===== config.mk =====
export PLATFORM = sky130hd
export DESIGN_NAME = bitblaster_core_p
export DESIGN_NICKNAME = d
export VERILOG_FILES = /design/src/rtl/bitblaster_core_p.sv
export SDC_FILE = /design/constraint.sdc
export NUM_CORES = 1
export LEC_CHECK = 0
export ABC_AREA = 1
export BUFFER_PORTS_ARGS = -buffer_cell sky130_fd_sc_hd__buf_4
export CAP_MARGIN = 5
export CORE_MARGIN = 4
export CORE_UTILIZATION = 55
export CTS_BUF_LIST = sky130_fd_sc_hd__clkbuf_4 sky130_fd_sc_hd__clkbuf_8
export DETAILED_ROUTE_END_ITERATION = 6
export MAX_ROUTING_LAYER = met4
export PLACE_DENSITY = 0.81
export SYNTH_ARGS = -nofsm -noshare
export SYNTH_HDL_FRONTEND = slang
export SYNTH_SLANG_ARGS = --single-unit

===== constraint.sdc =====
create_clock -name CLKb -period 6.7 [get_ports CLKb]
set_clock_uncertainty 0.1 [all_clocks]
set_input_delay 0.335 -clock CLKb [delete_from_list [all_inputs] [get_ports CLKb]]
set_output_delay 0.335 -clock CLKb [all_outputs]
set_load 0.03 [all_outputs]

===== src/rtl/bitblaster_core_p.sv =====
// Parametrised Bitblaster multi-cycle core: IR, T0..T3 controller, register file,
// A/G ALU staging, status flags, illegal-opcode detect and debug read port.
module bitblaster_core_p #(
  parameter int DATA_W = 10,
  parameter int RA_W   = 2
) (
  input  logic              CLKb,
  input  logic              RSTn,
  input  logic [DATA_W-1:0] instr_in,
  input  logic              instr_valid,
  output logic              instr_ready,
  input  logic [DATA_W-1:0] data_in,
  input  logic [RA_W-1:0]   dbg_addr,
  output logic [DATA_W-1:0] dbg_data,
  output logic [DATA_W-1:0] bus_out,
  output logic [1:0]        timestep,
  output logic              done,
  output logic              illegal,
  output logic              flag_z,
  output logic              flag_n,
  output logic              flag_c
);

  localparam int NUM_REGS = 2**RA_W;

  typedef enum logic [1:0] {T0 = 2'd0, T1 = 2'd1, T2 = 2'd2, T3 = 2'd3} tstep_e;

  tstep_e            state_q, state_d;
  logic [DATA_W-1:0] ir_q, a_q, g_q, g_d;
  logic [DATA_W-1:0] regs_q [NUM_REGS];
  logic              z_q, n_q, c_q, c_d;

  logic [1:0]        cls;
  logic [RA_W-1:0]   rx, ry;
  logic [3:0]        fn;
  logic [DATA_W-1:0] imm, rd_x, rd_y, opb;
  logic [DATA_W:0]   sum, diff;
  logic              is_ill, is_mov, is_unary;
  logic              we, load_a, load_g, accept;
  logic [DATA_W-1:0] wdata;

  assign cls  = ir_q[DATA_W-1 -: 2];
  assign rx   = ir_q[DATA_W-3 -: RA_W];
  assign ry   = ir_q[4 +: RA_W];
  assign fn   = ir_q[3:0];
  assign imm  = DATA_W'(ir_q[DATA_W-3-RA_W:0]);
  assign rd_x = regs_q[rx];
  assign rd_y = regs_q[ry];
  assign opb  = cls[1] ? imm : rd_y;
  assign sum  = {1'b0, a_q} + {1'b0, opb};
  assign diff = {1'b0, a_q} - {1'b0, opb};

  assign is_ill   = (cls == 2'b01) || (cls == 2'b00 && fn >= 4'hC);
  assign is_mov   = (cls == 2'b00) && (fn == 4'h0 || fn == 4'h1);
  assign is_unary = (cls == 2'b00) && (fn == 4'h4 || fn == 4'h5);

  // Unary ops read Ry directly in T1; all others operate on A in T2.
  always_comb begin
    g_d = '0;
    c_d = 1'b0;
    if (cls[1]) begin
      if (cls[0]) begin
        g_d = diff[DATA_W-1:0];
        c_d = (a_q >= opb);
      end else begin
        g_d = sum[DATA_W-1:0];
        c_d = sum[DATA_W];
      end
    end else begin
      case (fn)
        4'h2: begin g_d = sum[DATA_W-1:0];  c_d = sum[DATA_W]; end
        4'h3: begin g_d = diff[DATA_W-1:0]; c_d = (a_q >= opb); end
        4'h4: g_d = '0 - rd_y;
        4'h5: g_d = ~rd_y;
        4'h6: g_d = a_q & opb;
        4'h7: g_d = a_q | opb;
        4'h8: g_d = a_q ^ opb;
        4'h9: g_d = a_q << opb;
        4'hA: g_d = a_q >> opb;
        4'hB: g_d = DATA_W'($signed(a_q) >>> opb);
        default: g_d = '0;
      endcase
    end
  end

  always_comb begin
    state_d     = state_q;
    instr_ready = 1'b0;
    done        = 1'b0;
    illegal     = 1'b0;
    bus_out     = '0;
    we          = 1'b0;
    wdata       = '0;
    load_a      = 1'b0;
    load_g      = 1'b0;
    accept      = 1'b0;
    case (state_q)
      T0: begin
        instr_ready = 1'b1;
        if (instr_valid) begin
          accept  = 1'b1;
          state_d = T1;
        end
      end
      T1: begin
        state_d = T2;
        if (is_ill) begin
          illegal = 1'b1;
          state_d = T0;
        end else if (is_mov) begin
          wdata   = (fn == 4'h0) ? data_in : rd_y;
          bus_out = wdata;
          we      = 1'b1;
          done    = 1'b1;
          state_d = T0;
        end else if (is_unary) begin
          bus_out = rd_y;
          load_g  = 1'b1;
        end else begin
          bus_out = rd_x;
          load_a  = 1'b1;
        end
      end
      T2: begin
        if (is_unary) begin
          wdata   = g_q;
          bus_out = g_q;
          we      = 1'b1;
          done    = 1'b1;
          state_d = T0;
        end else begin
          bus_out = opb;
          load_g  = 1'b1;
          state_d = T3;
        end
      end
      default: begin
        wdata   = g_q;
        bus_out = g_q;
        we      = 1'b1;
        done    = 1'b1;
        state_d = T0;
      end
    endcase
  end

  always_ff @(posedge CLKb or negedge RSTn) begin
    if (!RSTn) begin
      state_q <= T0;
    end else begin
      state_q <= state_d;
    end
  end

  always_ff @(posedge CLKb or negedge RSTn) begin
    if (!RSTn) begin
      ir_q <= '0;
      a_q  <= '0;
      g_q  <= '0;
      z_q  <= 1'b0;
      n_q  <= 1'b0;
      c_q  <= 1'b0;
      for (int unsigned i = 0; i < NUM_REGS; i++) regs_q[i] <= '0;
    end else begin
      if (accept) ir_q <= instr_in;
      if (load_a) a_q <= rd_x;
      if (load_g) begin
        g_q <= g_d;
        z_q <= (g_d == '0);
        n_q <= g_d[DATA_W-1];
        c_q <= c_d;
      end
      if (we) regs_q[rx] <= wdata;
    end
  end

  assign dbg_data = regs_q[dbg_addr];
  assign timestep = state_q;
  assign flag_z   = z_q;
  assign flag_n   = n_q;
  assign flag_c   = c_q;

endmodule

==> results.json <==
{
  "status": "complete, but fails checks",
  "violations": "DRC, hold timing",
  "post-route-period-util_pct": 74.5,
  "final-hold-violation-count": 15,
  "timing.hold.ws_ns": -0.0208,
  "wl_per_cell_um": 21.3,
  "cts_sinks": 74,
  "crit_path_end_kind": "flip-flop",
  "via_per_inst": 6.34,
  "syn_area_per_cell_um2": 6.41,
  "p_int_w": 0.00178,
  "critPathMaxFanout": 22,
  "htreeDepth": 3,
  "synth_area_um2": 7580,
  "crit_required_ns": 6.92,
  "io_pins": 53,
  "p_sw_w": 0.00303,
  "synth.distinct_cells": 52,
  "ys_seq_area_share_pct": 24.4,
  "final_cell_mix": "nand2_1 (324), inv_1 (117), nand3_1 (107), nor2_1 (99), o21ai_0 (96)",
  "grt_max_degree": 75,
  "place_ws_ns": 1.94,
  "dieArea_um2": 15700,
  "ys_ff_latch": 74,
  "cts_made_buffers": 9,
  "io_buffers": 52,
  "tns_ns": 0,
  "rr_startpoint": "ir_q[4]",
  "ys.warnings.count": 0,
  "firstDrtPassIters": 7,
  "crit_type": "reg2reg",
  "die_h_um": 125,
  "worst_slack_ns": 1.71,
  "pwr-share-clk_pct": 7.4,
  "ys_async_sr_fraction_pct": 100,
  "final_common_cell": "nand2_1",
  "synth_nets": 1250,
  "p_per_area_nw_per_um2": 589,
  "cts_tree": "built",
  "r2r_setup_slack_ns": 1.71,
  "comb_power_share_pct": 74.6,
  "synth_cells": 1183,
  "cp-start-kind": "flip-flop",
  "grt_overflow": 0,
  "initial_utilization_pct": 56.8,
  "grt_pass1_wl_um": 45800,
  "drt-initial-drc-count": 1378,
  "drv_cap": 0,
  "flow.area_growth_from_synthesis_pct": 7.97,
  "dp_hpwl_um": 22900,
  "relSlewSlack_pct": 18.3,
  "gp_routability_congestion": 1.06,
  "antenna_found_initial": 0,
  "insertion_delay_ns": 0.39,
  "rsz0062_at_grt": "false",
  "fin_crit_ns": 4.99,
  "ant_nets": 0,
  "rows": 42,
  "final_net_count": 1272,
  "core-area_um2": 13300,
  "clock.fmax_mhz": 200,
  "postCtsHoldBufs": 0,
  "clk_pin_slew_ns": 0.10,
  "leakage_nw": 3.97,
  "hp-class": "in2async",
  "post_cts_buffers": 0,
  "irDropWorstVdd_v": 0.000361,
  "tightest_slew_ns": 1.22,
  "switching_share_pct": 63.0,
  "worstPathArrival_ns": 5.21,
  "route.vias.total": 8792,
  "drive_gt1_share_pct": 11.3,
  "ys.flop_type": "dfrtp_1",
  "first_global_vias": 7952,
  "power_frac_seq_pct": 18.0,
  "root_buffer": "clkbuf_8",
  "setup_viol": 0,
  "cts_resized": 0,
  "synth-edff-count": 0,
  "dieWidth_um": 125,
  "post-route-drc-count": 1,
  "worstRegToRegCells": 25,
  "slew_viol_final": 0,
  "routed_wl_um": 29500,
  "r2r-end": "flag_z",
  "grt_usage_pct": 38.0,
  "clock_path_buffers": 2
}
critical path, stage by stage (launching register included):
cell	delay, ns
dfrtp_1	0.68
inv_2	0.44
nand2_1	0.11
nand3_2	0.10
nand2_4	0.10
o21ai_4	0.35
clkinv_1	0.42
ha_1	0.55
inv_1	0.17
o21ai_0	0.25
nand2_1	0.08
nand2_1	0.07
a21oi_1	0.06
o21ai_0	0.33
xor2_1	0.15
nand2_1	0.08
nand2_1	0.07
nor3_2	0.18
nand2_1	0.06
nand2_1	0.10
nand2_1	0.07
nor2_1	0.11
nand3_1	0.07
nor2_1	0.11
nand2_1	0.06
nand2_1	0.06
stage by stage:
stage | hold slack (ns) | utilization (%) | power, W | cells | cell area, um2
after global placement | 0.378 | 59.9 | 0.00429 | 1370 | 7990
after floorplan | -0.0606 | - | 0.00329 | 1183 | 7580
final | -0.0208 | 61.3 | 0.00482 | 1387 | 8190
after global routing | 0.0624 | 61.3 | 0.00514 | 1386 | 8180
after detailed placement | 0.380 | 59.9 | 0.00429 | 1370 | 7990
after CTS | 0.0163 | 61.3 | 0.00466 | 1386 | 8180
metal layers:
layer,global-route usage [%],routed length [um],up-vias
li1,-,-,4006
met2,52.8,12300,630
met4,10.7,799,0
met1,54.5,12600,4081
met5,-,0,-
met3,10.0,3830,75
power groups by stage:
stage                     clock [W]  sequential [W]  combinational (W)
after detailed placement          0        0.000858            0.00343
after global placement            0        0.000858            0.00343
after global routing       0.000379        0.000883            0.00388
after floorplan                   0        0.000759            0.00253
final                      0.000355        0.000867            0.00360
after CTS                  0.000356        0.000853            0.00345
cell usage after synthesis, drive strengths merged (2+ instances only):
library cell  count  share of area (%)
a211oi            3               0.30
a21oi            84                5.6
a221oi            8               0.92
a22oi             6               0.59
a31oi             3               0.25
buf              25                2.2
clkbuf           22                1.1
clkinv           12               0.59
dfrtp            74                 24
fa                2               0.53
ha               40                6.6
inv             124                6.2
mux2             17                2.5
nand2           337                 17
nand3           117                8.4
nand3b            2               0.20
nand4            19                1.6
nor2            105                5.6
nor3              5               0.46
nor4              4               0.33
o2111ai          10                1.2
o211ai            7               0.69
o21a              2               0.20
o21ai           110                7.8
o22ai            23                1.9
o31ai             2               0.20
xor2             11                1.3
logic make-up (layout without fill, tap and decap cells):
family                     after synthesis  in the layout  synth area share, %
AOI/OAI and AO/OA                      264            264                 20.3
and+or+nand+nor                        591            591                 34.2
DFF                                     74             74                 24.4
muxes                                   17             17                 2.53
xor gates and xnor gates                12             12                 1.39
adders and majority gates               42             42                 7.13
buffers and inverters                  183            210                 10.0
other                                    0              1                    0
worst max-delay path by stage:
stage               cells past startpoint  slack [ns]      to     from
floorplan                              26        3.20  flag_z  ir_q[4]
global placement                       25        2.14  flag_z  ir_q[4]
detailed placement                     25        1.94  flag_z  ir_q[4]
CTS                                    25        1.88  flag_z  ir_q[4]
global route                           25        1.45  flag_z  ir_q[4]
finish                                 25        1.71  flag_z  ir_q[4]
cell type report:
type                            instances  area [um2]
Fill cell                            1261        5160
Multi-Input combinational cell        926        4970
Sequential cell                        74        1850
Inverter                              136         513
Timing Repair Buffer                   58         435
Tap cell                              176         220
Clock buffer                            9         124
Clock inverter                          7        70.1
Antenna cell                            1        2.50
registers in the layout (all words and copies together) (netlist names):
name	count
regs_q	40
a_q	10
g_q	10
ir_q	10
timestep	2
flag_c	1
flag_z	1
Note: power is estimated with default switching activity, not from simulation.
